===== src/rtl/reflet_uart_bm_defs.sv =====
// Shared constants and FSM encoding for the UART bus master.
// Latency: n/a (definitions only).
// Backpressure: n/a.
package reflet_uart_bm_defs;

    localparam logic [7:0] CMD_WRITE = 8'h57;
    localparam logic [7:0] CMD_READ  = 8'h52;
    localparam logic [7:0] RSP_ACK   = 8'h06;
    localparam logic [7:0] RSP_NAK   = 8'h15;

    typedef enum logic [2:0] {
        ST_IDLE,
        ST_ADDR,
        ST_DATA,
        ST_BUS,
        ST_CAP,
        ST_RESP
    } bm_state_t;

    function automatic int addr_bytes(input int width);
        return (width + 7) / 8;
    endfunction

endpackage


===== src/rtl/reflet_uart_bm_phy.sv =====
// Byte-level 8N1 receiver/transmitter with a shared bit-period divider DIV (DIV >= 2).
// Latency: rx_valid/rx_ferr pulse the cycle after the stop sample; tx start bit the cycle after tx_start.
// Backpressure: none on rx; tx_start is ignored while a byte is being shifted out.
module reflet_uart_bm_phy #(
    parameter int DIV = 104
) (
    input  logic       clk,
    input  logic       reset,
    input  logic       rx,
    output logic [7:0] rx_byte,
    output logic       rx_valid,
    output logic       rx_ferr,
    input  logic [7:0] tx_byte,
    input  logic       tx_start,
    output logic       tx,
    output logic       tx_done
);

    localparam int CW = $clog2(DIV + 1);

    logic [1:0]    rx_sync;
    logic          rx_s;
    logic          rx_prev;
    logic          rx_busy;
    logic [CW-1:0] rx_cnt;
    logic [3:0]    rx_bit;
    logic [7:0]    rx_sh;

    logic [8:0]    tx_sh;
    logic [CW-1:0] tx_cnt;
    logic [3:0]    tx_bit;
    logic          tx_busy;

    assign rx_s = rx_sync[1];

    always_ff @(posedge clk) begin
        if (reset) begin
            rx_sync  <= 2'b11;
            rx_prev  <= 1'b1;
            rx_busy  <= 1'b0;
            rx_cnt   <= '0;
            rx_bit   <= '0;
            rx_sh    <= '0;
            rx_byte  <= '0;
            rx_valid <= 1'b0;
            rx_ferr  <= 1'b0;
        end else begin
            rx_sync  <= {rx_sync[0], rx};
            rx_prev  <= rx_s;
            rx_valid <= 1'b0;
            rx_ferr  <= 1'b0;
            if (!rx_busy) begin
                if (rx_prev && !rx_s) begin
                    rx_busy <= 1'b1;
                    rx_cnt  <= CW'(DIV / 2 - 1);
                    rx_bit  <= '0;
                end
            end else if (rx_cnt != '0) begin
                rx_cnt <= rx_cnt - 1'b1;
            end else begin
                rx_cnt <= CW'(DIV - 1);
                rx_bit <= rx_bit + 1'b1;
                if (rx_bit == 4'd0) begin
                    // Start bit gone high at mid-bit: treat as a glitch.
                    if (rx_s)
                        rx_busy <= 1'b0;
                end else if (rx_bit <= 4'd8) begin
                    rx_sh <= {rx_s, rx_sh[7:1]};
                end else begin
                    rx_busy <= 1'b0;
                    if (rx_s) begin
                        rx_byte  <= rx_sh;
                        rx_valid <= 1'b1;
                    end else begin
                        rx_ferr <= 1'b1;
                    end
                end
            end
        end
    end

    always_ff @(posedge clk) begin
        if (reset) begin
            tx_sh   <= '0;
            tx_cnt  <= '0;
            tx_bit  <= '0;
            tx_busy <= 1'b0;
            tx      <= 1'b1;
            tx_done <= 1'b0;
        end else begin
            tx_done <= 1'b0;
            if (!tx_busy) begin
                if (tx_start) begin
                    tx_sh   <= {1'b1, tx_byte};
                    tx      <= 1'b0;
                    tx_cnt  <= CW'(DIV - 1);
                    tx_bit  <= '0;
                    tx_busy <= 1'b1;
                end
            end else begin
                // Pulse during the last cycle of the stop bit so the owner can release the frame on time.
                tx_done <= (tx_bit == 4'd9) && (tx_cnt == CW'(1));
                if (tx_cnt != '0) begin
                    tx_cnt <= tx_cnt - 1'b1;
                end else if (tx_bit == 4'd9) begin
                    tx_busy <= 1'b0;
                    tx      <= 1'b1;
                end else begin
                    tx     <= tx_sh[0];
                    tx_sh  <= {1'b1, tx_sh[8:1]};
                    tx_bit <= tx_bit + 1'b1;
                    tx_cnt <= CW'(DIV - 1);
                end
            end
        end
    end

endmodule


===== src/rtl/reflet_uart_bus_master.sv =====
// UART-driven bus initiator: command frame in on rx, one bus cycle, one response byte out on tx.
// Latency: bus_en one cycle after the last frame byte is accepted; response starts right after the bus cycle.
// Backpressure: none; bytes arriving during BUS/CAP/RESP are dropped. REFLET_UART_BM_TIMEOUT_EN drops stalled frames.
module reflet_uart_bus_master
    import reflet_uart_bm_defs::*;
#(
    parameter int base_addr_size = 16,
    parameter int clk_freq       = 1000000,
    parameter int baud           = 9600,
    parameter int timeout_bits   = 40
) (
    input  logic                      clk,
    input  logic                      reset,
    input  logic                      rx,
    output logic                      tx,
    output logic                      bus_en,
    output logic                      write_en,
    output logic [base_addr_size-1:0] addr,
    output logic [7:0]                data_out,
    input  logic [7:0]                data_in,
    output logic                      busy
);

    localparam int DIV = clk_freq / baud;
    localparam int AB  = addr_bytes(base_addr_size);
    localparam int AW  = AB * 8;
    localparam int BCW = (AB > 1) ? $clog2(AB) : 1;

    logic [7:0]     rx_byte;
    logic           rx_valid;
    logic           rx_ferr;
    logic [7:0]     tx_byte;
    logic           tx_start;
    logic           tx_done;

    bm_state_t      state;
    logic           is_write;
    logic [BCW-1:0] byte_cnt;
    logic [AW-1:0]  addr_sh;
    logic [AW-1:0]  addr_next;

`ifdef REFLET_UART_BM_TIMEOUT_EN
    localparam int TLIM = timeout_bits * DIV;
    localparam int TCW  = $clog2(TLIM + 1);
    logic [TCW-1:0] idle_cnt;
`endif

    reflet_uart_bm_phy #(.DIV(DIV)) u_phy (
        .clk      (clk),
        .reset    (reset),
        .rx       (rx),
        .rx_byte  (rx_byte),
        .rx_valid (rx_valid),
        .rx_ferr  (rx_ferr),
        .tx_byte  (tx_byte),
        .tx_start (tx_start),
        .tx       (tx),
        .tx_done  (tx_done)
    );

    assign addr_next = (addr_sh << 8) | AW'(rx_byte);

    always_ff @(posedge clk) begin
        if (reset) begin
            state    <= ST_IDLE;
            is_write <= 1'b0;
            byte_cnt <= '0;
            addr_sh  <= '0;
            addr     <= '0;
            data_out <= '0;
            bus_en   <= 1'b0;
            write_en <= 1'b0;
            busy     <= 1'b0;
            tx_byte  <= '0;
            tx_start <= 1'b0;
`ifdef REFLET_UART_BM_TIMEOUT_EN
            idle_cnt <= '0;
`endif
        end else begin
            bus_en   <= 1'b0;
            write_en <= 1'b0;
            tx_start <= 1'b0;
            case (state)
                ST_IDLE: begin
                    if (rx_valid) begin
                        busy     <= 1'b1;
                        byte_cnt <= '0;
                        if (rx_byte == CMD_WRITE || rx_byte == CMD_READ) begin
                            is_write <= (rx_byte == CMD_WRITE);
                            state    <= ST_ADDR;
                        end else begin
                            tx_byte  <= RSP_NAK;
                            tx_start <= 1'b1;
                            state    <= ST_RESP;
                        end
                    end
                end
                ST_ADDR: begin
                    if (rx_ferr) begin
                        busy  <= 1'b0;
                        state <= ST_IDLE;
                    end else if (rx_valid) begin
                        addr_sh <= addr_next;
                        if (byte_cnt == BCW'(AB - 1)) begin
                            addr <= addr_next[base_addr_size-1:0];
                            if (is_write) begin
                                state <= ST_DATA;
                            end else begin
                                bus_en <= 1'b1;
                                state  <= ST_BUS;
                            end
                        end else begin
                            byte_cnt <= byte_cnt + 1'b1;
                        end
                    end
                end
                ST_DATA: begin
                    if (rx_ferr) begin
                        busy  <= 1'b0;
                        state <= ST_IDLE;
                    end else if (rx_valid) begin
                        data_out <= rx_byte;
                        bus_en   <= 1'b1;
                        write_en <= 1'b1;
                        state    <= ST_BUS;
                    end
                end
                ST_BUS: begin
                    if (is_write) begin
                        tx_byte  <= RSP_ACK;
                        tx_start <= 1'b1;
                        state    <= ST_RESP;
                    end else begin
                        state <= ST_CAP;
                    end
                end
                ST_CAP: begin
                    tx_byte  <= data_in;
                    tx_start <= 1'b1;
                    state    <= ST_RESP;
                end
                ST_RESP: begin
                    if (tx_done) begin
                        busy  <= 1'b0;
                        state <= ST_IDLE;
                    end
                end
                default: begin
                    busy  <= 1'b0;
                    state <= ST_IDLE;
                end
            endcase
`ifdef REFLET_UART_BM_TIMEOUT_EN
            // A stalled partial frame is silently abandoned; overrides the case above.
            if ((state == ST_ADDR || state == ST_DATA) && !rx_valid && !rx_ferr) begin
                if (idle_cnt == TCW'(TLIM - 1)) begin
                    idle_cnt <= '0;
                    busy     <= 1'b0;
                    state    <= ST_IDLE;
                end else begin
                    idle_cnt <= idle_cnt + 1'b1;
                end
            end else begin
                idle_cnt <= '0;
            end
`endif
        end
    end

endmodule


===== config.mk =====
export PLATFORM = sky130hd
export DESIGN_NAME = reflet_uart_bus_master
export DESIGN_NICKNAME = d
export VERILOG_FILES = /design/src/rtl/reflet_uart_bm_defs.sv /design/src/rtl/reflet_uart_bm_phy.sv /design/src/rtl/reflet_uart_bus_master.sv
export SDC_FILE = /design/constraint.sdc
export NUM_CORES = 1
export LEC_CHECK = 0
export BUFFER_PORTS_ARGS = -buffer_cell sky130_fd_sc_hd__clkbuf_2
export CORE_MARGIN = 8
export CORE_UTILIZATION = 35
export DETAILED_ROUTE_END_ITERATION = 8
export PLACE_DENSITY = 0.5
export SYNTH_ARGS = -nofsm -noshare
export SYNTH_HDL_FRONTEND = slang
export SYNTH_SLANG_ARGS = --single-unit

===== constraint.sdc =====
create_clock -name clk -period 3 [get_ports clk]
set_input_delay 0.6 -clock clk [delete_from_list [all_inputs] [get_ports clk]]
set_output_delay 0.6 -clock clk [all_outputs]
set_load 0.01 [all_outputs]

==> results of run 1 <==
routing by layer:
metal,track usage (%),vias to the layer above,routed length (um)
met5,0,-,0
met4,5.60,0,176
met3,2.37,13,331
met2,17.6,52,4350
met1,16.2,1625,4890
li1,-,1805,-
Yosys cell counts, drive strengths merged (5+ instances only):
library cell | instances | area (um^2)
a211oi | 10 | 80.1
a21oi | 19 | 95.1
a31oi | 8 | 50.1
buf | 10 | 55.1
clkbuf | 18 | 77.6
dfxtp | 105 | 2100
ha | 9 | 113
inv | 13 | 48.8
mux2i | 56 | 561
nand2 | 38 | 143
nand2b | 6 | 37.5
nand3 | 10 | 50.1
nor2 | 69 | 262
nor3 | 13 | 70.1
nor3b | 5 | 37.5
o21a | 5 | 37.5
o21ai | 19 | 95.1
or2 | 5 | 31.3
or3 | 5 | 31.3
or4 | 5 | 41.3
sequential cells by signal (all words and copies together) (netlist names), 2 cells and up:
signal and count:
u_phy.tx_bit 4, u_phy.tx_sh 9, addr 16, u_phy.rx_sync 2, u_phy.tx_cnt 7, state 3, tx_byte 8, u_phy.rx_byte 8
u_phy.rx_sh 8, addr_sh 8, u_phy.rx_cnt 7, u_phy.rx_bit 4, data_out 8
stage by stage:
stage	setup slack (ps)	cell area [um^2]
after floorplan	1180	4570
after global placement	892	4890
after detailed placement	843	4890
after CTS	833	5220
after global routing	667	5220
final	837	5220
layout make-up:
cell class	count	area, um^2
clock buffers	9	225
clock inverters	7	95.1
fillers	1283	7460
inverters	13	48.8
multi-input cells	347	2290
flip-flops and latches	105	2100
well taps	172	215
repair buffers	45	243
final timing paths:
kind / from / end / slack (ps) / cells after the start
worst max-delay path: u_phy.tx_cnt[0] / u_phy.tx_bit[0] / 840 / 6
worst min-delay path: rx / u_phy.rx_sync[0] / 430 / 2
worst max register to register: u_phy.tx_cnt[0] / u_phy.tx_bit[0] / 840 / 6
worst min register to register: u_phy.rx_sync[0] / u_phy.rx_sync[1] / 430 / 1
cell usage in the layout, fill, tap and decap left out, drive strengths merged, types with 4 or more instances in the layout:
master and count:
o21a 5, or3 5, nand2b 6, nor2b 4, nor3b 5, nand3 10
o22ai 4, mux2i 56, a31oi 8, nor3 13, a21oi 19, buf 7
clkbuf 47, nand2 38, dfxtp 105, or2 5, inv 16, or4 5
nor4 4, o21ai 19, nor2 69, a211oi 10, ha 9
power breakdown:
part           total, mW  switching, mW  internal, mW
registers           1.42         0.0143          1.40
logic              0.113         0.0714        0.0412
clock network       1.25          0.574         0.672
total               2.78          0.660          2.12
critical path, stage by stage, from the launching register on:
cell and delay [ps]:
dfxtp_1 340, inv_1 80, ha_1 190, or4b_4 520, o31ai_4 590, mux2_2 280
nor2_1 40
kinds of logic after synthesis:
logic type,count (synthesis)
mux,57
flops,105
buf+inv,41
fa+ha+maj,10
compound gates,88
simple gates,187
xor+xnor,5
==> key figures, run 1 <==
Status
  – Outcome: finished, final reports clean

Global routing
  – GR Util All Layers: 11.9%
  – Largest net degree at the start of global routing: 40
  – Vias in the first global route: 3,226
  – First-pass GRT wire length: 16.1 mm
  – Grt ovf: 0
  – Antenna violations before repair: 0

Route
  – Drt drc: 0
  – TritonRoute pass-1 iters: 4
  – ANT nets after route: 0
  – Iteration-0 DRC count of the detailed router: 289
  – Via density: 5.01
  – Wire length per cell: 14.0 um
  – Via count: 3,495
  – Routed WL: 9.75 mm

CTS
  – Max Root-Sink Buffers: 2
  – Hold Buf Count CTS: 0
  – CTS tree: yes
  – # clock sinks: 105
  – Setup Buffers After CTS: 0
  – H-tree depth: 3
  – Root Buffer: clkbuf_16
  – Worst skew pair latency: 350 ps
  – TritonCTS buffer count: 9
  – Post_cts resized: 0
  – Reg clk slew, reported paths: 80 ps

Worst setup path
  – Worst setup SP type: flip-flop
  – Worst Setup End Kind: flip-flop
  – Max FO, Critical Path: 18
  – Critical Path RT: 3220 ps
  – Kind of critical path: flip-flop to flip-flop
  – Critical Path AT: 2380 ps

Floorplanning
  – I/O Pins: 39
  – Starting Density: 36.1%
  – DIE AREA: 17,000 um^2
  – Die W: 130 um
  – Site Rows: 41
  – Die H: 130 um
  – CORE AREA: 12,700 um^2

Synthesis
  – Most used DFF post-synth: dfxtp_1
  – Post-Synth XOR/XNOR Area: 0.958%
  – Mux cell area share after synthesis: 12.5%
  – Syn Nets: 513
  – Sequential area share after synthesis: 46.0%
  – Synth Area in Simple Gates: 21.0%
  – Synth cell types: 63
  – Post-Syn Area: 4570 um^2
  – Adder-cell area share of the yosys netlist: 2.68%
  – Post-synthesis async set-or-reset flop share: 0%
  – Synth Register Bits: 105
  – Gate Count Post-Synth: 493
  – Synth Area in Compound Gates: 12.9%
  – Main combinational cell family by area after synthesis: simple AND/OR/NAND/NOR gates
  – Number of synthesis warnings: 0
  – EDFF count, synth: 0
  – Mapped Avg Cell Area: 9.27 um^2

STA
  – Min Tclk post-route: 2160 ps
  – Final setup skew: 7.74 ps
  – Worst Max-Slew Pin Slew: 692 ps
  – Worst rel slew slack: 53.9%
  – Fin crit share: 72.1%
  – Final hold violation count: 0
  – Max Fclk: 0.462 GHz
  – # setup viols final: 0
  – RSZ-0062 raised after global routing: no
  – Hold Slack: 426 ps
  – Final max-slew violation count: 0
  – Setup tns final: 0 ps

Pwr
  – Power per cell area: 533 nW/um^2
  – Leak: 2.26 nW
  – IR drop worst, VDD: 247 uV
  – Pwr Total: 2.78 mW

Final layout
  – Fin cells: 698
  – Final #Nets: 541
  – Area growth, synth to finish: 14.1%
  – Number of diodes: 0
  – Fin util: 41.2%
  – Share of cells above drive strength 1: 15.8%

Min path
  – Worst Hold Class: input pin to flip-flop

Place
  – Dpl hpwl: 6.75 mm
  – IO Port Bufs: 38
  – Final estimated routing congestion in global placement: 0.810
  – Placed cells: 682

Flow run
  – Max-Cap Viols: 0
Note: power is estimated with default switching activity, not from simulation.
==> run 2: changes to the inputs <==
--- a/config.mk
+++ b/config.mk
@@ -5,11 +5,12 @@
 export SDC_FILE = /design/constraint.sdc
 export NUM_CORES = 1
 export LEC_CHECK = 0
+export ABC_AREA = 1
 export BUFFER_PORTS_ARGS = -buffer_cell sky130_fd_sc_hd__clkbuf_2
 export CORE_MARGIN = 8
 export CORE_UTILIZATION = 35
 export DETAILED_ROUTE_END_ITERATION = 8
-export PLACE_DENSITY = 0.5
+export PLACE_DENSITY = 0.49
 export SYNTH_ARGS = -nofsm -noshare
 export SYNTH_HDL_FRONTEND = slang
 export SYNTH_SLANG_ARGS = --single-unit
==> constraint.sdc (replaced) <==
create_clock -name clk -period 2.1 [get_ports clk]
set_input_delay 0.42 -clock clk [delete_from_list [all_inputs] [get_ports clk]]
set_output_delay 0.42 -clock clk [all_outputs]
set_load 0.01 [all_outputs]
==> key figures, run 2 <==
Synthesis
  – Most used DFF post-synth: dfxtp_1
  – Top-area cell type share of the netlist area: 45.4% (-0.58 points)
  – Synth cell types: 34 (-46%)
  – EDFF count, synth: 0 (unchanged)
  – Synth Register Bits: 105 (unchanged)
  – Mapped Avg Cell Area: 7.22 um^2 (-22%)
  – Synth area leaders: dfxtp_1 45%, nand2_1 9.7%, nor2_1 9.4%
  – Syn Nets: 661 (+29%)
  – Gate Count Post-Synth: 641 (+30%)
  – Post-synthesis async set-or-reset flop share: 0% (unchanged)
  – Area leader, netlist: dfxtp_1
  – Number of synthesis warnings: 0 (unchanged)
  – Most frequent cell after synthesis: nand2_1
  – Sequential area share after synthesis: 45.4% (-0.58 points)
  – Top cells by count, synth: 120 x nand2_1, 116 x nor2_1, 105 x dfxtp_1
  – Post-Syn Area: 4630 um^2 (+1.3%)

Route
  – ANT nets after route: 0 (unchanged)
  – TritonRoute pass-1 iters: 4 (unchanged)
  – Via count: 3,901 (+12%)
  – Drt drc: 0 (unchanged)
  – Routed WL: 10.4 mm (+6.5%)
  – Iteration-0 DRC count of the detailed router: 212 (-27%)
  – Wire length per cell: 12.1 um (-13%)
  – Via density: 4.55 (-9.1%)

Place
  – Pre-CTS WS: 297 ps (-546 ps)
  – Dpl hpwl: 7.49 mm (+11%)
  – DP Area: 4980 um^2 (+1.8%)
  – Final estimated routing congestion in global placement: 0.783 (-3.4%)
  – IO Port Bufs: 38 (unchanged)
  – Placed cells: 841 (+23%)

CTS
  – Reg clk slew, reported paths: 70 ps (about the same)
  – # clock sinks: 105 (unchanged)
  – Worst skew pair latency: 350 ps (about the same)
  – TritonCTS buffer count: 9 (unchanged)
  – H-tree depth: 3 (unchanged)
  – Post_cts resized: 0 (unchanged)
  – Root Buffer: clkbuf_16
  – Hold Buf Count CTS: 0 (unchanged)
  – Max Root-Sink Buffers: 2 (unchanged)
  – CTS tree: yes
  – Setup Buffers After CTS: 0 (unchanged)

Floorplanning
  – Die H: 131 um (+0.56%)
  – Starting Density: 35.4% (-0.69 points)
  – I/O Pins: 39 (unchanged)
  – CORE AREA: 13,100 um^2 (+3.3%)
  – Site Rows: 42 (+2.4%)
  – Die W: 131 um (+0.56%)
  – DIE AREA: 17,200 um^2 (+1.1%)

Worst setup path
  – CP Capture Point: addr[6]
  – CP max-delay cell: nor2_8
  – Critical Path RT: 2350 ps (-870 ps)
  – Critical Path AT: 2040 ps (-340 ps)
  – Worst Setup End Kind: flip-flop
  – Max FO, Critical Path: 26 (+8)
  – Kind of critical path: flip-flop to flip-flop
  – R2r setup slk: 310 ps (-530 ps)
  – R2R Path Start: state[2]
  – Worst-path cell chain: inv_2, nand3_2, nor2_4, nand2_4, nor2_8, inv_2, o21ai_0, nor2_1
  – Worst setup SP type: flip-flop
  – Reg2reg path depth: 8 (+2)
  – Worst path most repeated cell: inv_2
  – Largest stage delay on the critical path: 350 ps (-240 ps)
  – Critical Path Start: state[2]
  – Reg2reg end: addr[6]

Min path
  – Worst Hold Class: input pin to flip-flop

Flow run
  – Max-Cap Viols: 0 (unchanged)

Global routing
  – GR Util All Layers: 12.9% (+0.97 points)
  – Grt ovf: 0 (unchanged)
  – Antenna violations before repair: 0 (unchanged)
  – Vias in the first global route: 3,645 (+13%)
  – Largest net degree at the start of global routing: 38 (-5.0%)
  – First-pass GRT wire length: 17.4 mm (+8.0%)

Final layout
  – Area growth, synth to finish: 15.4%
  – Fin cells: 857 (+23%)
  – Biggest register: addr
  – Commonest non-fill, non-tap cell in the layout: nand2_1
  – Share of cells above drive strength 1: 13.5% (-2.3 points)
  – Post-route cell area: 5340 um^2 (+2.4%)
  – Top Registers: addr x16, u_phy.tx_sh x9
  – Final #Nets: 696 (+29%)
  – Number of diodes: 0 (unchanged)
  – Max reg flops: 16 (unchanged)
  – Most frequent cells in the layout: 120 x nand2_1, 116 x nor2_1, 105 x dfxtp_1, 69 x inv_1, 65 x o21ai_0
  – Fin util: 40.8% (-0.36 points)

STA
  – Worst rel slew slack: 64.9% (+11 points)
  – Max Fclk: 0.558 GHz (+21%)
  – RSZ-0062 raised after global routing: no
  – Hold Slack: 252 ps (-174 ps)
  – Final hold violation count: 0 (unchanged)
  – Worst Max-Slew Pin Slew: 525 ps (-167 ps)
  – Fin crit share: 85.4% (+13 points)
  – Setup tns final: 0 ps (unchanged)
  – Final setup skew: 6.53 ps (-1.21 ps)
  – # setup viols final: 0 (unchanged)
  – Final max-slew violation count: 0 (unchanged)
  – Min Tclk post-route: 1790 ps (-370 ps)
  – Setup WS post-layout: 306 ps (-530 ps)

Pwr
  – Power per cell area: 1050 nW/um^2 (+98%)
  – Pwr Total: 5.63 mW (+100%)
  – IR drop worst, VDD: 424 uV (+72%)
  – Leak: 2.37 nW (+5.2%)

Status
  – Outcome: finished, final reports clean
==> run 2: cell types whose count changed in the layout (fill, tap and decap cells not counted), moves of 6 or more <==
cell / delta
nor2_1: +48
a31oi_1: -8
nand2b_1: -6
mux2i_1: -56
nor3_1: -8
nand2_2: +6
nand2_1: +82
a211oi_1: -8
inv_2: +8
o21ai_0: +46
a21oi_1: +28
inv_1: +56
nand3_1: +20
==> run 2: cell type report <==
class                           count  area (um^2)
Clock buffer                       12          256
Timing Repair Buffer               46          263
Inverter                           77          289
Fill cell                        1369         7750
Tap cell                          176          220
Clock inverter                      4         98.8
Sequential cell                   105         2100
Multi-Input combinational cell    437         2110
==> run 2: cell families (layout without fill, tap and decap cells) <==
group | count (synthesis) | count (layout) | share of synthesized area [%]
fa+ha+maj | 9 | 9 | 2.43
xor+xnor | 6 | 6 | 1.14
compound gates | 120 | 120 | 13.5
simple gates | 302 | 302 | 28.5
buf+inv | 99 | 139 | 9.00
flops | 105 | 105 | 45.4
==> run 2: worst min path at each step <==
stage	startpoint	end	slack, ps	cells after the start
after floorplan	u_phy.rx_sync[0]	u_phy.rx_sync[1]	390	1
after global placement	u_phy.rx_sync[0]	u_phy.rx_sync[1]	390	1
after detailed placement	u_phy.rx_sync[0]	u_phy.rx_sync[1]	390	1
after CTS	rx	u_phy.rx_sync[0]	240	2
after global routing	rx	u_phy.rx_sync[0]	240	2
final	rx	u_phy.rx_sync[0]	250	2
==> run 2: power by group <==
group | switching [mW] | internal [mW] | leakage [nW] | total (mW)
Clock | 0.748 | 1.23 | 0.173 | 1.98
Combinational | 0.888 | 0.457 | 1.35 | 1.34
Sequential | 0.111 | 2.19 | 0.850 | 2.30
==> run 2: critical path, delay by kind of cell, from the launching register on <==
kind / cells / cell delay (ps)
and+or+nand+nor: 5 / 910
DFF: 1 / 340
buffers and inverters: 2 / 260
AOI/OAI and AO/OA: 1 / 190
==> run 2: layer usage <==
layer	track usage [%]	vias up	share of wire (%)
li1	-	2102	-
met1	16.3	1742	50
met2	20.6	46	45
met3	3.45	11	3.7
met4	4.66	0	1.2
met5	0	-	0
